$ cat src/rtl/sram_pkg.sv
// Shared constants and helpers for the serial-load SRAM macro behavioural model.
package sram_pkg;

   // Default geometry: address width and word width in bits
   localparam int unsigned SRAM_ROWS_DEF = 2;
   localparam int unsigned SRAM_COLS_DEF = 1;

   // Number of words addressable with a given address width
   function automatic int unsigned sram_depth(input int unsigned rows);
      return 32'(1) << rows;
   endfunction

endpackage : sram_pkg

$ cat src/rtl/sram_shift_reg.sv
// Serial-in write-data register for the SRAM macro.
// Optional build macro SRAM_SCAN_OUT_EN adds a serial_out tap (MSB of the
// register) so several macros can be daisy-chained on one serial line.
module sram_shift_reg
   import sram_pkg::*;
#(
   parameter int unsigned COLS = SRAM_COLS_DEF
) (
   input  logic            clk,
   input  logic            arst_n,
   input  logic            serial_in,
   input  logic            shift,
`ifdef SRAM_SCAN_OUT_EN
   output logic            serial_out,
`endif
   output logic [COLS-1:0] sreg
);

   logic [COLS-1:0] sreg_nxt;

   // Next register value when shifting: new bit enters at the LSB
   generate
      if (COLS == 1) begin : g_one_bit
         always_comb begin
            sreg_nxt = serial_in;
         end
      end else begin : g_multi_bit
         always_comb begin
            sreg_nxt = {sreg[COLS-2:0], serial_in};
         end
      end
   endgenerate

   // Input register: clears on reset, shifts when enabled, otherwise holds
   always_ff @(posedge clk or negedge arst_n) begin
      if (!arst_n) begin
         sreg <= '0;
      end else if (shift) begin
         sreg <= sreg_nxt;
      end
   end

`ifdef SRAM_SCAN_OUT_EN
   // Scan tap taken straight from the register MSB
   assign serial_out = sreg[COLS-1];
`endif

endmodule : sram_shift_reg

$ cat src/rtl/sram_top.sv
// Behavioural top of a small SRAM macro with a serial-load write data path.
// Write data is shifted into a COLS-bit register and committed to mem[addr]
// on w_en; r_en reads mem[addr] to data_out with a one-cycle valid strobe.
// A write and read in the same cycle: the write wins, the read is dropped.
// Optional build macro SRAM_SCAN_OUT_EN exposes the register MSB on serial_out.
module sram_top
   import sram_pkg::*;
#(
   parameter int unsigned ROWS = SRAM_ROWS_DEF,
   parameter int unsigned COLS = SRAM_COLS_DEF
) (
   input  logic            clk,
   input  logic            arst_n,
   input  logic            serial_in,
   input  logic            shift,
   input  logic            w_en,
   input  logic            r_en,
   input  logic [ROWS-1:0] addr,
`ifdef SRAM_SCAN_OUT_EN
   output logic            serial_out,
`endif
   output logic [COLS-1:0] data_out,
   output logic            data_valid
);

   localparam int unsigned DEPTH = sram_depth(ROWS);

   logic [COLS-1:0] sreg;
   logic [COLS-1:0] mem [DEPTH];
   logic            rd_accept_c;

   // Serial write-data register
   sram_shift_reg #(
      .COLS       (COLS)
   ) u_shift_reg (
      .clk        (clk),
      .arst_n     (arst_n),
      .serial_in  (serial_in),
      .shift      (shift),
`ifdef SRAM_SCAN_OUT_EN
      .serial_out (serial_out),
`endif
      .sreg       (sreg)
   );

   // A read is only taken when no write competes for the array
   always_comb begin
      rd_accept_c = r_en && !w_en;
   end

   // Storage array: every word clears on reset; writes take the pre-edge register
   always_ff @(posedge clk or negedge arst_n) begin
      if (!arst_n) begin
         for (int i = 0; i < int'(DEPTH); i++) begin
            mem[i] <= '0;
         end
      end else if (w_en) begin
         mem[addr] <= sreg;
      end
   end

   // Read port: data_out holds until the next accepted read, valid pulses once
   always_ff @(posedge clk or negedge arst_n) begin
      if (!arst_n) begin
         data_out   <= '0;
         data_valid <= 1'b0;
      end else begin
         data_valid <= rd_accept_c;
         if (rd_accept_c) begin
            data_out <= mem[addr];
         end
      end
   end

endmodule : sram_top

$ cat config.mk
export PLATFORM = sky130hd
export DESIGN_NAME = sram_top
export DESIGN_NICKNAME = d
export VERILOG_FILES = /design/src/rtl/sram_pkg.sv /design/src/rtl/sram_shift_reg.sv /design/src/rtl/sram_top.sv
export SDC_FILE = /design/constraint.sdc
export NUM_CORES = 1
export LEC_CHECK = 0
export CORE_AREA = 2 2 39 41
export CTS_CLUSTER_SIZE = 14
export DETAILED_ROUTE_END_ITERATION = 10
export DIE_AREA = 0 0 41 43
export DONT_BUFFER_PORTS = 1
export SLEW_MARGIN = 10
export SYNTH_ARGS = -nofsm -noshare
export SYNTH_HDL_FRONTEND = slang
export SYNTH_SLANG_ARGS = --single-unit
$ cat constraint.sdc
create_clock -name clk -period 1.39 [get_ports clk]
set_input_delay 0.0695 -clock clk [delete_from_list [all_inputs] [get_ports clk]]
set_output_delay 0.0695 -clock clk [all_outputs]
set_load 0.01 [all_outputs]
==> results.md, run 1 <==
* Largest family of logic cells by synthesized area: multiplexers
* Post-Syn Area at 303 um^2
* Yosys top cell area share at 57.9%
* Critical path peak fanout at 5
* CTS tree: built
* Total GRT Usage at 8.72%
* Syn nets at 27
* Worst flop-to-flop path startpoint: u_shift_reg.sreg
* Final TNS setup at 0 ns
* Register area share after synthesis at 57.9%
* Initial DRC count at 4
* Adder-cell share of the synthesized area at 0%
* Hold EP: mem[0]
* Chip width at 41 um
* Peak supply drop at 0.000567 V
* RSZ-0062 raised after global routing: false
* Clock buffer count from CTS at 3
* Clk pwr share at 33.4%
* Pwr Total at 546 uW
* Wire length on met3 at 78 um
* Fin crit period at 1.35 ns
* Area contributors post-synth: dfrtp_1 (58%), mux2_2 (19%), mux4_2 (7.4%), mux2_4 (5.0%), nand3b_1 (5.0%)
* Crit. Startpoint: u_shift_reg.sreg
* Fmax achieved at 0.743 GHz
* Worst Tran Pin Value at 0.325 ns
* Number of routed nets with antenna violations at 0
* WL met2 at 233 um
* Total die area at 1760 um^2
* Fin. Hold Viols at 0
* Worst Hold Class: primary input to register
* Ports at 10
* Fin nets at 37
* Drt pass-1 iters at 2
* FP Rows at 14
* Sequential share of power at 51.0%
* Mean Syn Cell Area at 15.9 um^2
* First-pass GRT wire length at 910 um
* Clk buf depth at 2
* Unique masters post-synth at 8
* Layout cells sized above 1 at 35.7%
* H-Tree Depth at 1
* Placer Congestion at 0.592
* Via count at 192
* CORE AREA at 1380 um^2
* Largest area contributor in the netlist: dfrtp_1
* P_leak at 0.163 nW
* Residual DRC at 0
* Synth Register Bits at 7
* Initial antenna violation count at 0
* Clock latency on the worst-skew pair at 0.25 ns
* Initial cell density of the core at 21.9%
* Non-Filler Instances at 44
* Tcrit/Tclk final at 96.8%
* Critical path arrival at 1.47 ns
* Hold path cells at 2
* Vias per cell at 4.36
* DRT Wirelength at 551 um
* Fin util at 28.8%
* FF-to-FF End: u_shift_reg.sreg
* Sw Share at 22.9%
* CP Data Required Time at 1.52 ns
* Clock Tree Root: clkbuf_4
* XOR/XNOR Fraction of Synth Area at 0%
* Grt total ovfl at 0
* Wire per inst at 12.5 um
* Min-delay src: addr[0]
* Clock slew at reported path FFs at 0.04 ns
* PortBufs at 0
* Count of final setup violators at 0
* Compound-Gate Fraction of Synth Area at 0%
* Power share of the combinational group at 15.7%
* Top layer in use: met4
* M1 WL at 225 um
* Simple-gate portion of the synthesized area at 11.2%
* CTS sink cnt at 7
* Setup Skew at 0.00886 ns
* ANT cells at 0
* Slew Viols, Final at 0
* Critical setup path kind: register to register
* Multiplexer area fraction after synthesis at 31.0%
* Reg2Reg Setup Slack at 0.04 ns
* Worst reg2reg path depth at 2
* Area grow syn2layout at 31.8%
* Rel. slew slack at 78.3%
* Die Ht at 43 um
* Worst hold slack at 0.0585 ns
* Pwr dens at 1370 nW/um^2
* Crit. End Element: register
* Maximum Capacitance Violations at 0
* Run status: completed
* Sw Pwr at 125 uW
* Internal at 421 uW
* Syn Inst Count at 19
* Number of synthesis warnings at 0
* Startpoint Class: register
* Vias in the first global route at 218
* Largest net degree at the start of global routing at 8
* Post-Place Cells at 35
## synthesized netlist by cell type (all sizes together)
cell type  instances
dfrtp              7
mux2               6
nand3b             2
mux4               1
nand3              1
nor2b              1
nor3b              1
## cells by family (layout without fill, tap and decap cells)
kind of cell / count (synthesis) / in the layout
mux: 7 / 7
flops: 7 / 7
simple gates: 5 / 5
buf+inv: 0 / 9
## flip-flops by register name, indices dropped and copies added (netlist names)
register,count
data_out,1
u_shift_reg.sreg,1
data_valid,1
mem,4
## area by class of cell
| type | instances | area [um^2] |
|---|---|---|
| fill | 136 | 985 |
| sequential | 7 | 175 |
| multi-input combinational | 12 | 128 |
| timing repair buffer | 5 | 50.0 |
| clock buffer | 4 | 26.3 |
| tap | 16 | 20.0 |
## routing by layer
layer  vias up  global-route usage, %
met2        13                   11.9
met3         4                   7.85
met1        87                   7.97
met5         -                      0
met4         0                   6.00
li1         88                      -
## what timing repair did
action	CTS	global route
hold buffers	5	0
endpoints found under the setup margin	0	0
hold endpoints to repair	9	0
buffers inserted	0	0
resized for setup	0	0
## per-stage QoR
step | setup WS, ns | area [um^2]
5_1_grt | 0.00323 | 399
2_1_floorplan | 0.217 | 303
3_3_place_gp | 0.199 | 323
6_report | 0.0444 | 399
3_5_place_dp | 0.199 | 323
4_1_cts | 0.0521 | 399
## power by group through the flow
stage	Clock (mW)	Combinational, mW	Sequential (mW)
6_report	0.182	0.0855	0.278
5_1_grt	0.208	0.0922	0.285
4_1_cts	0.192	0.0869	0.280
3_5_place_dp	0	0.0685	0.282
3_3_place_gp	0	0.0661	0.278
2_1_floorplan	0	0.0635	0.273
## worst max-delay path by stage
| stage | endpoint | slack [ns] | cells after the start |
|---|---|---|---|
| finish | u_shift_reg.sreg | 0.04 | 2 |
| global route | u_shift_reg.sreg | 0.003 | 2 |
| CTS | u_shift_reg.sreg | 0.05 | 2 |
| detailed placement | data_out | 0.20 | 2 |
| global placement | data_out | 0.20 | 2 |
| floorplan | data_out | 0.22 | 2 |
## critical path, cell delays in order (launching register included)
cell and delay (ns):
dfrtp_1 0.41, mux2_2 0.27, dlygate4sd3_1 0.55
## cell usage in the layout (no fill, tap or decap)
cell type      count
dlygate4sd3_1      5
mux2_2             5
mux2_4             1
nand3b_1           2
nor2b_1            1
dfrtp_1            7
nor3b_1            1
clkbuf_4           3
mux4_2             1
nand3_1            1
clkbuf_1           1
Note: power is estimated with default switching activity, not from simulation.
==> run 2, diff against run 1 <==
- clock period: 1.39 -> 1.1 ns (I/O delays scaled with it)
==> results.md, run 2 (same netlist as run 1, synthesis figures left out) <==
* Placed Area at 323 um^2
* Startpoint Class: register
* Crit path cell chain: mux4_2 > mux2_4
* CORE AREA at 1380 um^2
* Reg2Reg Setup Slack at -0.12 ns
* Worst Tran Pin Value at 0.327 ns
* Biggest register: mem
* Placer Congestion at 0.570
* Worst path slowest cell: mux4_2
* Tcrit/Tclk final at 111%
* Most frequent cells in the layout: dfrtp_1 (7), mux2_2 (5), dlygate4sd3_1 (5)
* Die Ht at 43 um
* Clock latency on the worst-skew pair at 0.25 ns
* Clk buf depth at 2
* Worst Hold Class: primary input to register
* Post-Place Cells at 35
* Critical path arrival at 1.36 ns
* Fin. Hold Viols at 0
* FP Rows at 14
* Area of the multi-input gates at 128 um^2
* Clock Tree Root: clkbuf_4
* Via count at 196
* Rel. slew slack at 78.2%
* CTS sink cnt at 7
* Busiest layer in global routing: met2
* Slew Viols, Final at 0
* Chip width at 41 um
* Worst reg2reg path depth at 2
* Fin nets at 37
* Fmax achieved at 0.820 GHz
* Clock buffer count from CTS at 3
* Ports at 10
* DRT Wirelength at 543 um
* Pwr dens at 1730 nW/um^2
* Initial cell density of the core at 21.9%
* Fin crit period at 1.22 ns
* RSZ-0062 raised after global routing: true
* Run status: finished, violations left
* Max incr delay on CP at 0.47 ns
* Post-CTS Resized at 0
* Grt total ovfl at 0
* Initial antenna violation count at 0
* Clock slew at reported path FFs at 0.05 ns
* Most common cell after layout, fill and taps aside: dfrtp_1
* Crit. End Element: register
* Total GRT Usage at 9.04%
* ANT cells at 0
* Count of final setup violators at 1
* Total die area at 1760 um^2
* Largest net degree at the start of global routing at 8
* P_leak at 0.162 nW
* Worst flop-to-flop path startpoint: mem[0]
* Vias in the first global route at 221
* Maximum Capacitance Violations at 0
* Critical setup path kind: register to register
* Non-Filler Instances at 44
* # fillers at 142
* FF-to-FF End: data_out
* Wire per inst at 12.3 um
* Vias per cell at 4.45
* Worst Setup Slack, final at -0.120 ns
* Met3 Track Usage GR at 10.5%
* CP Data Required Time at 1.24 ns
* GR Layer Usage met1 at 8.70%
* Initial DRC count at 1
* PortBufs at 0
* H-Tree Depth at 1
* Design Area, Final at 399 um^2
* Drt pass-1 iters at 2
* Layout cells sized above 1 at 35.7%
* Critical path peak fanout at 2
* Hold EP: mem[0]
* Failing checks: setup timing
* Area grow syn2layout at 31.8%
* Number of routed nets with antenna violations at 0
* Hold path cells at 2
* CTS tree: built
* Post-CTS Setup Bufs at 0
* First-pass GRT wire length at 903 um
* Setup Skew at 0.00495 ns
* Peak supply drop at 0.000601 V
* Met2 GRT Util at 10.6%
* Residual DRC at 0
* Largest register FFs at 4
* Reg area at 175 um^2
* Min-delay src: addr[0]
## run 2: cell counts in the layout (fill, tap and decap cells not counted)
Identical to the previous run, type by type.
## run 2: final cells by class
type,count,area share (%)
multi-input cells,12,32.0
well taps,16,5.02
flip-flops and latches,7,43.9
repair buffers,5,12.5
clock buffers,4,6.58
## run 2: per-layer routing
metal	vias to the layer above	share of wire (%)	routed length, um
li1	87	-	-
met1	93	39	211
met2	12	43	234
met3	4	15	82
met4	0	2.8	15
met5	-	0	0
## run 2: worst max path at each step
stage,startpoint,endpoint,cells past startpoint
after floorplan,mem[0],data_out,2
after global placement,mem[0],data_out,2
after detailed placement,mem[0],data_out,2
after CTS,mem[0],data_out,2
after global routing,mem[0],data_out,2
final,mem[0],data_out,2
## run 2: what timing repair did
| action | in CTS | in global routing |
|---|---|---|
| hold buffers | 5 | 0 |
| endpoints found under the setup margin | 1 | 1 |
| hold endpoints to repair | 9 | 0 |
## run 2: critical path: cells and delay by family (launching register included)
family	cells	cell delay (ns)
DFF	1	0.37
muxes	2	0.74
## run 2: power breakdown
group | total, mW | internal (mW) | switching, mW
clock | 0.236 | 0.139 | 0.0975
sequential | 0.350 | 0.312 | 0.0383
combinational | 0.106 | 0.0793 | 0.0263
total | 0.692 | 0.530 | 0.162
## run 2: metrics by stage
step / TNS [ns] / hold WS [ns] / setup slack, ns / util [%] / total power [mW]
6_report: -0.120 / 0.0389 / -0.120 / 28.8 / 0.692
3_3_place_gp: -0.0925 / -0.240 / -0.0925 / 23.3 / 0.435
5_1_grt: -0.146 / 0.0402 / -0.146 / 28.8 / 0.737
2_1_floorplan: -0.0728 / -0.241 / -0.0728 / - / 0.425
3_5_place_dp: -0.121 / -0.240 / -0.121 / 23.3 / 0.444
4_1_cts: -0.124 / 0.0376 / -0.124 / 28.8 / 0.703
==> run 3, diff against run 2 <==
- CELL_PAD_IN_SITES_DETAIL_PLACEMENT: not set -> 1
- CELL_PAD_IN_SITES_GLOBAL_PLACEMENT: not set -> 2
- PLACE_DENSITY_LB_ADDON: not set -> 0.1
- RECOVER_POWER: not set -> 25
==> results.md, run 3 (same netlist as run 1, synthesis figures left out) <==
* Critical path arrival at 1.33 ns
* Initial antenna violation count at 0
* Rel. slew slack at 77.6%
* Sw Pwr at 154 uW
* Family with the most delay on the worst path: multiplexers
* Setup crit end: data_out
* Vias in the first global route at 203
* Most frequent cells in the layout: dfrtp_1 (7), mux2_2 (5), dlygate4sd3_1 (5)
* Max incr delay on CP at 0.45 ns
* Crit path cell chain: mux4_2 > mux2_4
* Placer Congestion at 0.671
* PortBufs at 0
* Crit. Startpoint: mem[3]
* Pwr Total at 684 uW
* Post-CTS Resized at 0
* CTS tree: built
* Fin crit period at 1.20 ns
* RSZ-0062 raised after global routing: true
* Pre-CTS setup slack at -0.103 ns
* Largest register FFs at 4
* DRT Wirelength at 558 um
* WP buf/inv at 0
* CP Data Required Time at 1.23 ns
* Clk pwr share at 33.4%
* Count of final setup violators at 1
* CORE AREA at 1380 um^2
* Residual DRC at 0
* Critical setup path kind: register to register
* Die Ht at 43 um
* GR Layer Usage met1 at 8.79%
* Post-Place Cells at 35
* Maximum Capacitance Violations at 0
* Failing checks: setup timing
* Worst path slowest cell: mux4_2
* Total die area at 1760 um^2
* FF-to-FF End: data_out
* Post-CTS Setup Bufs at 0
* Worst Tran Pin Value at 0.336 ns
* DP HPWL at 446 um
* Reg2Reg Setup Slack at -0.10 ns
* Run status: finished, violations left
* Initial DRC count at 1
* Total GRT Usage at 8.57%
* P_leak at 0.162 nW
* Non-Filler Instances at 44
* Vias per cell at 4.23
* Worst reg2reg path depth at 2
* Grt total ovfl at 0
* Slew Viols, Final at 0
* Met2 GRT Util at 13.4%
* Chip width at 41 um
* Clock Tree Root: clkbuf_4
* Worst Setup Slack, final at -0.100 ns
* H-Tree Depth at 1
* Layout cells sized above 1 at 35.7%
* Worst flop-to-flop path startpoint: mem[3]
* CTS sink cnt at 7
* Wire per inst at 12.7 um
* Power share of the combinational group at 15.1%
* ANT cells at 0
* Area grow syn2layout at 31.8%
* Clock latency on the worst-skew pair at 0.25 ns
* Internal at 530 uW
* First-pass GRT wire length at 938 um
* Clock buffer count from CTS at 3
* Via count at 186
* Drt pass-1 iters at 2
* Ports at 10
* Fmax achieved at 0.833 GHz
* Crit. End Element: register
* Worst Hold Class: primary input to register
* Fin nets at 37
* # fillers at 156
* Critical path peak fanout at 2
* Pwr dens at 1710 nW/um^2
* Sequential share of power at 51.4%
* Tcrit/Tclk final at 109%
* Peak supply drop at 0.000697 V
* Stages on worst setup path at 2
* Setup Skew at 0.00732 ns
* Clk buf depth at 2
* FP Rows at 14
* Startpoint Class: register
* Initial cell density of the core at 21.9%
* Number of routed nets with antenna violations at 0
* Clock slew at reported path FFs at 0.06 ns
* Most common cell after layout, fill and taps aside: dfrtp_1
* Sw Share at 22.5%
* Fin. Hold Viols at 0
* Busiest layer in global routing: met2
* Biggest register: mem
* Largest net degree at the start of global routing at 8
* Met3 Track Usage GR at 7.85%
## run 3: cell counts in the layout (fill, tap and decap cells not counted)
Identical to the previous run, type by type.
## run 3: how the worst min path moves through the flow
stage,end,cells past startpoint,startpoint,slack (ns)
after detailed placement,data_out,0,arst_n,-0.24
final,mem[0],2,addr[0],0.04
after global routing,mem[1],2,addr[1],0.04
after CTS,mem[0],2,addr[0],0.04
after floorplan,data_out,0,arst_n,-0.24
after global placement,data_out,0,arst_n,-0.24
## run 3: what timing repair did
| action | CTS | global route |
|---|---|---|
| hold buffers | 5 | 0 |
| pin swaps | 0 | 0 |
| endpoints found under the hold margin | 9 | 0 |
| gates cloned | 0 | 0 |
| endpoints found under the setup margin | 1 | 1 |
## run 3: stage by stage
stage	hold WS, ns	utilization (%)	instance area (um^2)	TNS [ns]
floorplan	-0.241	-	303	-0.0728
global placement	-0.240	23.3	323	-0.0959
detailed placement	-0.240	23.3	323	-0.103
CTS	0.0380	28.8	399	-0.108
global route	0.0351	28.8	399	-0.138
finish	0.0427	28.8	399	-0.100
## run 3: per-layer routing
metal | vias up | share of wire (%)
met5 | - | 0
met4 | 0 | 0
met3 | 0 | 4.8
met2 | 4 | 57
met1 | 94 | 38
li1 | 88 | -
## run 3: cell type report
| cell class | instances | area [um^2] | area share, % |
|---|---|---|---|
| repair buffers | 5 | 50.0 | 12.5 |
| well taps | 16 | 20.0 | 5.02 |
| flip-flops and latches | 7 | 175 | 43.9 |
| clock buffers | 4 | 26.3 | 6.58 |
| multi-input cells | 12 | 128 | 32.0 |
## run 3: power by group through the flow
stage	clock network, mW	registers, mW	logic, mW
floorplan	0	0.344	0.0802
CTS	0.243	0.354	0.106
global placement	0	0.358	0.0838
finish	0.229	0.352	0.103
detailed placement	0	0.359	0.0865
global route	0.271	0.361	0.113
